**src/rtl/tcam_ram_param.sv**
```systemverilog
// RAM-based ternary match engine: per-sub-key bit-vector RAMs ANDed and priority-encoded.
// Optional macro TCAM_PRIO_ENC_EN builds the hit_idx priority encoder; otherwise hit_idx is 0.
module tcam_ram_param #(
    parameter int KEY_W   = 8,
    parameter int SUB_W   = 4,
    parameter int N_RULES = 8,
    parameter int IDX_W   = $clog2(N_RULES)
) (
    input  logic               write_clk,
    input  logic               rst,
    input  logic               wr_valid,
    output logic               wr_ready,
    input  logic               wr_del,
    input  logic [IDX_W-1:0]   wr_idx,
    input  logic [KEY_W-1:0]   wr_value,
    input  logic [KEY_W-1:0]   wr_mask,
    input  logic               lk_valid,
    output logic               lk_ready,
    input  logic [KEY_W-1:0]   key,
    output logic               out_valid,
    output logic [N_RULES-1:0] match,
    output logic               hit,
    output logic [IDX_W-1:0]   hit_idx
);
    localparam int D  = 1 << SUB_W;
    localparam int NB = KEY_W / SUB_W;

    // state    | meaning
    // S_CLEAR  | zeroing RAM address cnt in every block
    // S_IDLE   | accepting updates and lookups
    // S_UPDATE | rewriting bit upd_idx at address cnt in every block
    typedef enum logic [1:0] {S_CLEAR, S_IDLE, S_UPDATE} state_t;

    state_t             state_q, state_d;
    logic [SUB_W-1:0]   cnt_q, cnt_d;
    logic               wr_acc, lk_acc;
    logic               upd_del;
    logic [IDX_W-1:0]   upd_idx;
    logic [KEY_W-1:0]   upd_value, upd_mask;
    logic               idx_ok;
    logic [NB-1:0]      upd_bit;
    logic [N_RULES-1:0] mem [NB][D];
    logic               lk_v0, lk_v1;
    logic [KEY_W-1:0]   key_q;
    logic [N_RULES-1:0] rd_vec [NB];
    logic [N_RULES-1:0] and_vec;

    always_comb begin
        state_d  = state_q;
        cnt_d    = cnt_q;
        wr_ready = 1'b0;
        lk_ready = 1'b0;
        case (state_q)
            S_CLEAR, S_UPDATE: begin
                cnt_d = cnt_q + 1'b1;
                if (cnt_q == '1) state_d = S_IDLE;
            end
            S_IDLE: begin
                wr_ready = 1'b1;
                lk_ready = 1'b1;
                if (wr_valid) begin
                    state_d = S_UPDATE;
                    cnt_d   = '0;
                end
            end
            default: state_d = S_CLEAR;
        endcase
    end

    assign wr_acc = wr_valid & wr_ready;
    assign lk_acc = lk_valid & lk_ready;

    always_ff @(posedge write_clk) begin
        if (rst) begin
            state_q   <= S_CLEAR;
            cnt_q     <= '0;
            upd_del   <= 1'b0;
            upd_idx   <= '0;
            upd_value <= '0;
            upd_mask  <= '0;
        end else begin
            state_q <= state_d;
            cnt_q   <= cnt_d;
            if (wr_acc) begin
                upd_del   <= wr_del;
                upd_idx   <= wr_idx;
                upd_value <= wr_value;
                upd_mask  <= wr_mask;
            end
        end
    end

    // Out-of-range indices are accepted but must not touch any RAM bit.
    assign idx_ok = int'(upd_idx) < N_RULES;

    always_comb begin
        upd_bit = '0;
        for (int b = 0; b < NB; b++)
            upd_bit[b] = !upd_del &&
                (((cnt_q ^ upd_value[b*SUB_W +: SUB_W]) & upd_mask[b*SUB_W +: SUB_W]) == '0);
    end

    always_ff @(posedge write_clk) begin
        for (int b = 0; b < NB; b++) begin
            if (state_q == S_CLEAR)
                mem[b][cnt_q] <= '0;
            else if (state_q == S_UPDATE && idx_ok)
                mem[b][cnt_q][upd_idx] <= upd_bit[b];
        end
    end

    // Read happens one edge after acceptance, before that edge's update write lands.
    always_ff @(posedge write_clk) begin
        if (lk_acc) key_q <= key;
        if (lk_v0)
            for (int b = 0; b < NB; b++)
                rd_vec[b] <= mem[b][key_q[b*SUB_W +: SUB_W]];
    end

    always_comb begin
        and_vec = '1;
        for (int b = 0; b < NB; b++)
            and_vec = and_vec & rd_vec[b];
    end

    always_ff @(posedge write_clk) begin
        if (rst) begin
            lk_v0     <= 1'b0;
            lk_v1     <= 1'b0;
            out_valid <= 1'b0;
            match     <= '0;
            hit       <= 1'b0;
        end else begin
            lk_v0     <= lk_acc;
            lk_v1     <= lk_v0;
            out_valid <= lk_v1;
            if (lk_v1) begin
                match <= and_vec;
                hit   <= |and_vec;
            end
        end
    end

`ifdef TCAM_PRIO_ENC_EN
    logic [IDX_W-1:0] enc;

    always_comb begin
        enc = '0;
        for (int r = N_RULES - 1; r >= 0; r--)
            if (and_vec[r]) enc = IDX_W'(r);
    end

    always_ff @(posedge write_clk) begin
        if (rst)
            hit_idx <= '0;
        else if (lk_v1)
            hit_idx <= enc;
    end
`else
    assign hit_idx = '0;
`endif

endmodule

```
**config.mk**
```make
export PLATFORM = sky130hd
export DESIGN_NAME = tcam_ram_param
export DESIGN_NICKNAME = d
export VERILOG_FILES = /design/src/rtl/tcam_ram_param.sv
export SDC_FILE = /design/constraint.sdc
export NUM_CORES = 1
export LEC_CHECK = 0
export ABC_AREA = 1
export CORE_MARGIN = 8
export CORE_UTILIZATION = 45
export CTS_CLUSTER_DIAMETER = 100
export DETAILED_ROUTE_END_ITERATION = 10
export GPL_TIMING_DRIVEN = 1
export SLEW_MARGIN = 20
export SYNTH_ARGS = -nofsm -noshare
export SYNTH_HDL_FRONTEND = slang
export SYNTH_SLANG_ARGS = --single-unit
```
**constraint.sdc**
```tcl
create_clock -name write_clk -period 2.2 [get_ports write_clk]
set_input_delay 0.22 -clock write_clk [delete_from_list [all_inputs] [get_ports write_clk]]
set_output_delay 0.22 -clock write_clk [all_outputs]
set_load 0.1 [all_outputs]
```
# After elaboration in Yosys (flattened, before gate mapping)
# Memories as Yosys holds them, arrays and structs flattened.
# Cells that the tools add are included.
dict set report word_totals {
  mem_bits_rw 272
  input_bits 32
  wordCells 586
  n_memories 2
  output_inout_bits 15
  reg_bits 46
}
# name depth word_bits read_ports rd_clocked_by_memory_dff wr line_no
set memory_table {}
lappend memory_table {mem 2 128 2 0 2 42} ;# logic [N_RULES-1:0] mem [NB][D];
lappend memory_table {rd_vec 2 8 2 0 2 45} ;# logic [N_RULES-1:0] rd_vec [NB];
dict set report op_classes {
  add_sub_neg 1
  n_lt_le_gt_ge 6
  muxes 281
  eq_ne 5
  n_reduce_logical 13
  bitwise 266
}
# operator count
set op_table {}
lappend op_table {{$mux 1} 263}
lappend op_table {{$mux 128} 2}
lappend op_table {{$or 1x1->1} 256}
lappend op_table {{$bmux 8 s4} 2}
lappend op_table {{$demux 8 s4} 2}
lappend op_table {{$mux 8} 6}
lappend op_table {{$ge 5x5->1 const B} 3}
lappend op_table {{$not 4->5} 3}
lappend op_table {{$and 4x4->4} 2}
lappend op_table {{$and 8x8->8} 1}
lappend op_table {{$logic_not 4->1} 2}
lappend op_table {{$pmux 4 s2} 1}
lappend op_table {{$reduce_or 8->1} 1}
lappend op_table {{$xor 4x4->4} 2}
lappend op_table {{$lt 5x1->1 const B} 1}
lappend op_table {{$add 4x1->4 const B} 1}
lappend op_table {{$eq 4x4->1 const B} 1}
lappend op_table {{$logic_and 1x1->1} 4}
lappend op_table {{$lt 3x4->1 const B} 1}
lappend op_table {{$mux 2} 2}
lappend op_table {{$mux 4} 1}
lappend op_table {{$ne 2x2->1 const B} 2}
lappend op_table {{$pmux 2 s2} 1}
lappend op_table {{$reduce_and 2->1} 2}
lappend op_table {{other kinds (9)} 10}

# Depth between registers and ports, before layout
dict set report depth {
  ltp_word 8
  ltp_mapped 8
  ltp_nobuf 7
}

# Worst setup path after synthesis
# No wires, ideal clock.
dict set report synth_timing {
  path_type {register to register}
  startpoint {reg state_q[0]}
  endpoint {reg upd_del}
  period_less_slack_ns 2.811
  path_stages_with_launch 7
  slack_ns -0.611
  arrival_ns 2.683
  path_buffers 1
  setup_ns 0.128
  required_ns 2.072
  cell_sequence {dfxtp_1 > inv_1 > nor2_1 > nand2_1 > clkbuf_1 > o21ai_0 > a21oi_1}
}
dict set report synth_via {
  elab_chain_len 3
}
# element line_no
set synth_rtl {}
lappend synth_rtl {{start: declaration} 34} ;# state_t state_q, state_d;
lappend synth_rtl {{start signal: assignment} 82} ;# state_q <= state_d;
lappend synth_rtl {{$eq 2x1->1} n/a}
lappend synth_rtl {{$mux 1} n/a}
lappend synth_rtl {{net lk_ready} 18} ;# output logic lk_ready,
lappend synth_rtl {{$and 1x1->1} 70} ;# assign wr_acc = wr_valid & wr_ready;
lappend synth_rtl {{end signal: assignment} 85} ;# upd_del <= wr_del;
lappend synth_rtl {{end: declaration} 37} ;# logic upd_del;
# The timed path passes the listed nets, and every way through them passes these cells.
# A chain may end at the register's enable or synchronous reset.

==> out/results.txt <==
Placed cell count: 2356
Worst skew pair latency: 0.54 ns
Final net count: 1971
Dominant cell type by area after synthesis: edfxtp_1
Count of unique library cells instantiated by Yosys: 20
Post-route insts no fill: 2421
Largest net degree at the start of global routing: 72
Via count: 13700
Port bufs: 43
Data arrival, critical path: 2.25 ns
CTS root buf: clkbuf_16
Core ar.: 35300 sq um
DR iter-0 viols: 1511
CP startpoint: cnt_q[0]
Area Growth Syn to Fin: 14.6%
Slew of the pin with the lowest slew margin: 0.907 ns
Vias in the first global route: 13400
Clk_skew: 0.0206 ns
GRT Residual Overflow: 0
Max-slew violations: 0
Worst r2r dst: mem[0][78]
Synth Area in Compound Gates: 1.99%
CTS Buf Count: 38
Reg2reg path depth: 6
ANT nets after route: 0
Post-Synth XOR/XNOR Area: 0%
GRT Total Usage: 24.2%
Highest-count cells in the layout ignoring fill and taps: 665 x nand2_1, 280 x edfxtp_1, 257 x nor3_1
First-pass GRT wire length: 77500 um
Status: finished, final reports clean
VDD IR max: 0.684 mV
CTS tree: built
Crit path capture: mem[0][78]
Yosys top cell area share: 52.6%
Unrepaired setup endpoints after global routing: false
Power per Cell Area: 695 nW/um^2
CTS sink count: 318
HP Class: input port to register
Via density: 5.64
Avg WL per Cell: 21.0 um
CP required: 2.43 ns
Crit-path max FO: 9
Maximum clock rate: 0.494 GHz
Row count: 69
Core Util, Final: 51.9%
Setup violations, final: 0
Commonest non-fill, non-tap cell in the layout: nand2_1
Syn Inst Count: 1907
Total setup buffers inserted after CTS: 0
R2R Setup Slk: 0.18 ns
H-tree depth: 2
Post-cts resize count: 0
Simple-gate area share of the yosys netlist: 31.6%
Post-synthesis mux area share: 0%
Initial antenna violation count: 0
CP startpoint kind: register
CP Class: register to register
Post-CTS Hold Fix Bufs: 0
Yosys reg bits: 318
Clk buf depth: 3
Placement Setup Slack: 0.244 ns
Total of max-cap violations: 0
Worst Setup End Kind: register
Filler instances: 3333
Number of remaining DRC errors: 0
Main combinational cell family by area after synthesis: simple AND/OR/NAND/NOR gates
Tmin final: 2.02 ns
Clock-pin transition on the worst setup and hold timing paths: 0.06 ns
Worst r2r src: cnt_q[0]
Sequential-to-total area share from yosys stat: 57.3%
Fin crit share: 92.0%
Synth Area in Adders: 0.313%
Die ar.: 41800 sq um
Sum of negative setup slack: 0 ns
Starting Density: 45.3%
Setup ws final: 0.177 ns
Placer Congestion: 0.919
Yosys warning total: 0
Hold Fails Final Rpt: 0
Pleak: 8.01 nW
Detailed Routing Iterations Pass 1: 5
Share of cells above drive strength 1: 8.12%
Hpwl dp: 32200 um
Routed WL: 50900 um
Chip Width: 205 um
Die Y: 205 um
Syn Std Cell Area: 16000 sq um
Syn_area_per_cell: 8.39 sq um
Slew HR: 39.5%
Ports: 47
Ranking of synthesized cells by area: edfxtp_1 53%, nand2_1 16%, nor3_1 8.0%
-- through the flow --
| stage | power [W] | hold slack, ns | area, sq um |
|---|---|---|---|
| global placement | 0.00711 | 0.459 | 17200 |
| floorplan | 0.00697 | 0.319 | 16000 |
| CTS | 0.0128 | 0.220 | 18300 |
| global route | 0.0130 | 0.237 | 18300 |
| detailed placement | 0.00712 | 0.466 | 17200 |
| finish | 0.0127 | 0.234 | 18300 |
-- critical path, cell delays in order, from the launching register on --
cell	delay [ns]
dfxtp_1	0.38
inv_1	0.15
ha_1	0.17
inv_1	0.09
nor2_2	0.37
nand2_1	0.34
nand2_1	0.22
-- power by group --
group          internal, W  leakage, nW  switching, W
Clock              0.00332        0.542       0.00242
Sequential         0.00660         2.83     0.0000322
Combinational     0.000121         4.64      0.000246
Total               0.0100         8.01       0.00270
-- final cells by class --
type,instances,area [sq um],share of cell area (%)
Antenna cell,1,2.50,0.0136
Clock buffer,54,1060,5.76
Clock inverter,10,47.5,0.259
Inverter,230,863,4.71
Multi-Input combinational cell,1234,5480,29.9
Sequential cell,318,9170,50.0
Tap cell,461,577,3.15
Timing Repair Buffer,113,1140,6.21
-- registers in the layout, summed over array words and instances, names as in the netlist --
name       count
cnt_q          4
hit            1
key_q          8
lk_v0          1
lk_v1          1
match          8
mem          256
out_valid      1
rd_vec        16
state_q        2
upd_del        1
upd_idx        3
upd_mask       8
upd_value      8
-- how the worst min path moves through the flow --
stage | from | end | depth (start not counted)
floorplan | key[0] | key_q[0] | 0
global placement | upd_mask[7] | upd_mask[7] | 2
detailed placement | upd_mask[2] | upd_mask[2] | 2
CTS | key[3] | key_q[3] | 1
global route | key[3] | key_q[3] | 1
finish | key[4] | key_q[4] | 1
-- routing by layer --
| layer | share of wire (%) | GRT usage, % |
|---|---|---|
| met5 | 0 | 0 |
| met4 | 3.7 | 9.41 |
| met3 | 11 | 5.08 |
| met2 | 46 | 38.0 |
| met1 | 39 | 32.4 |
-- synthesized netlist by cell type --
cell	count
conb_1	1
ha_1	4
nand2_1	667
buf_4	12
nor3_1	257
nand2_4	2
clkbuf_1	80
nand3_1	202
inv_2	3
buf_2	15
a21oi_1	35
inv_1	227
nor2_1	16
nor2_4	9
nor2_2	11
a211oi_1	1
buf_1	20
dfxtp_1	38
o21ai_0	27
edfxtp_1	280
-- logic make-up after synthesis --
logic type	count (synthesis)
fa+ha+maj	4
buf+inv	357
simple gates	1164
other cells	1
flops	318
compound gates	63
No activity file was read; power rests on OpenSTA's default activity.
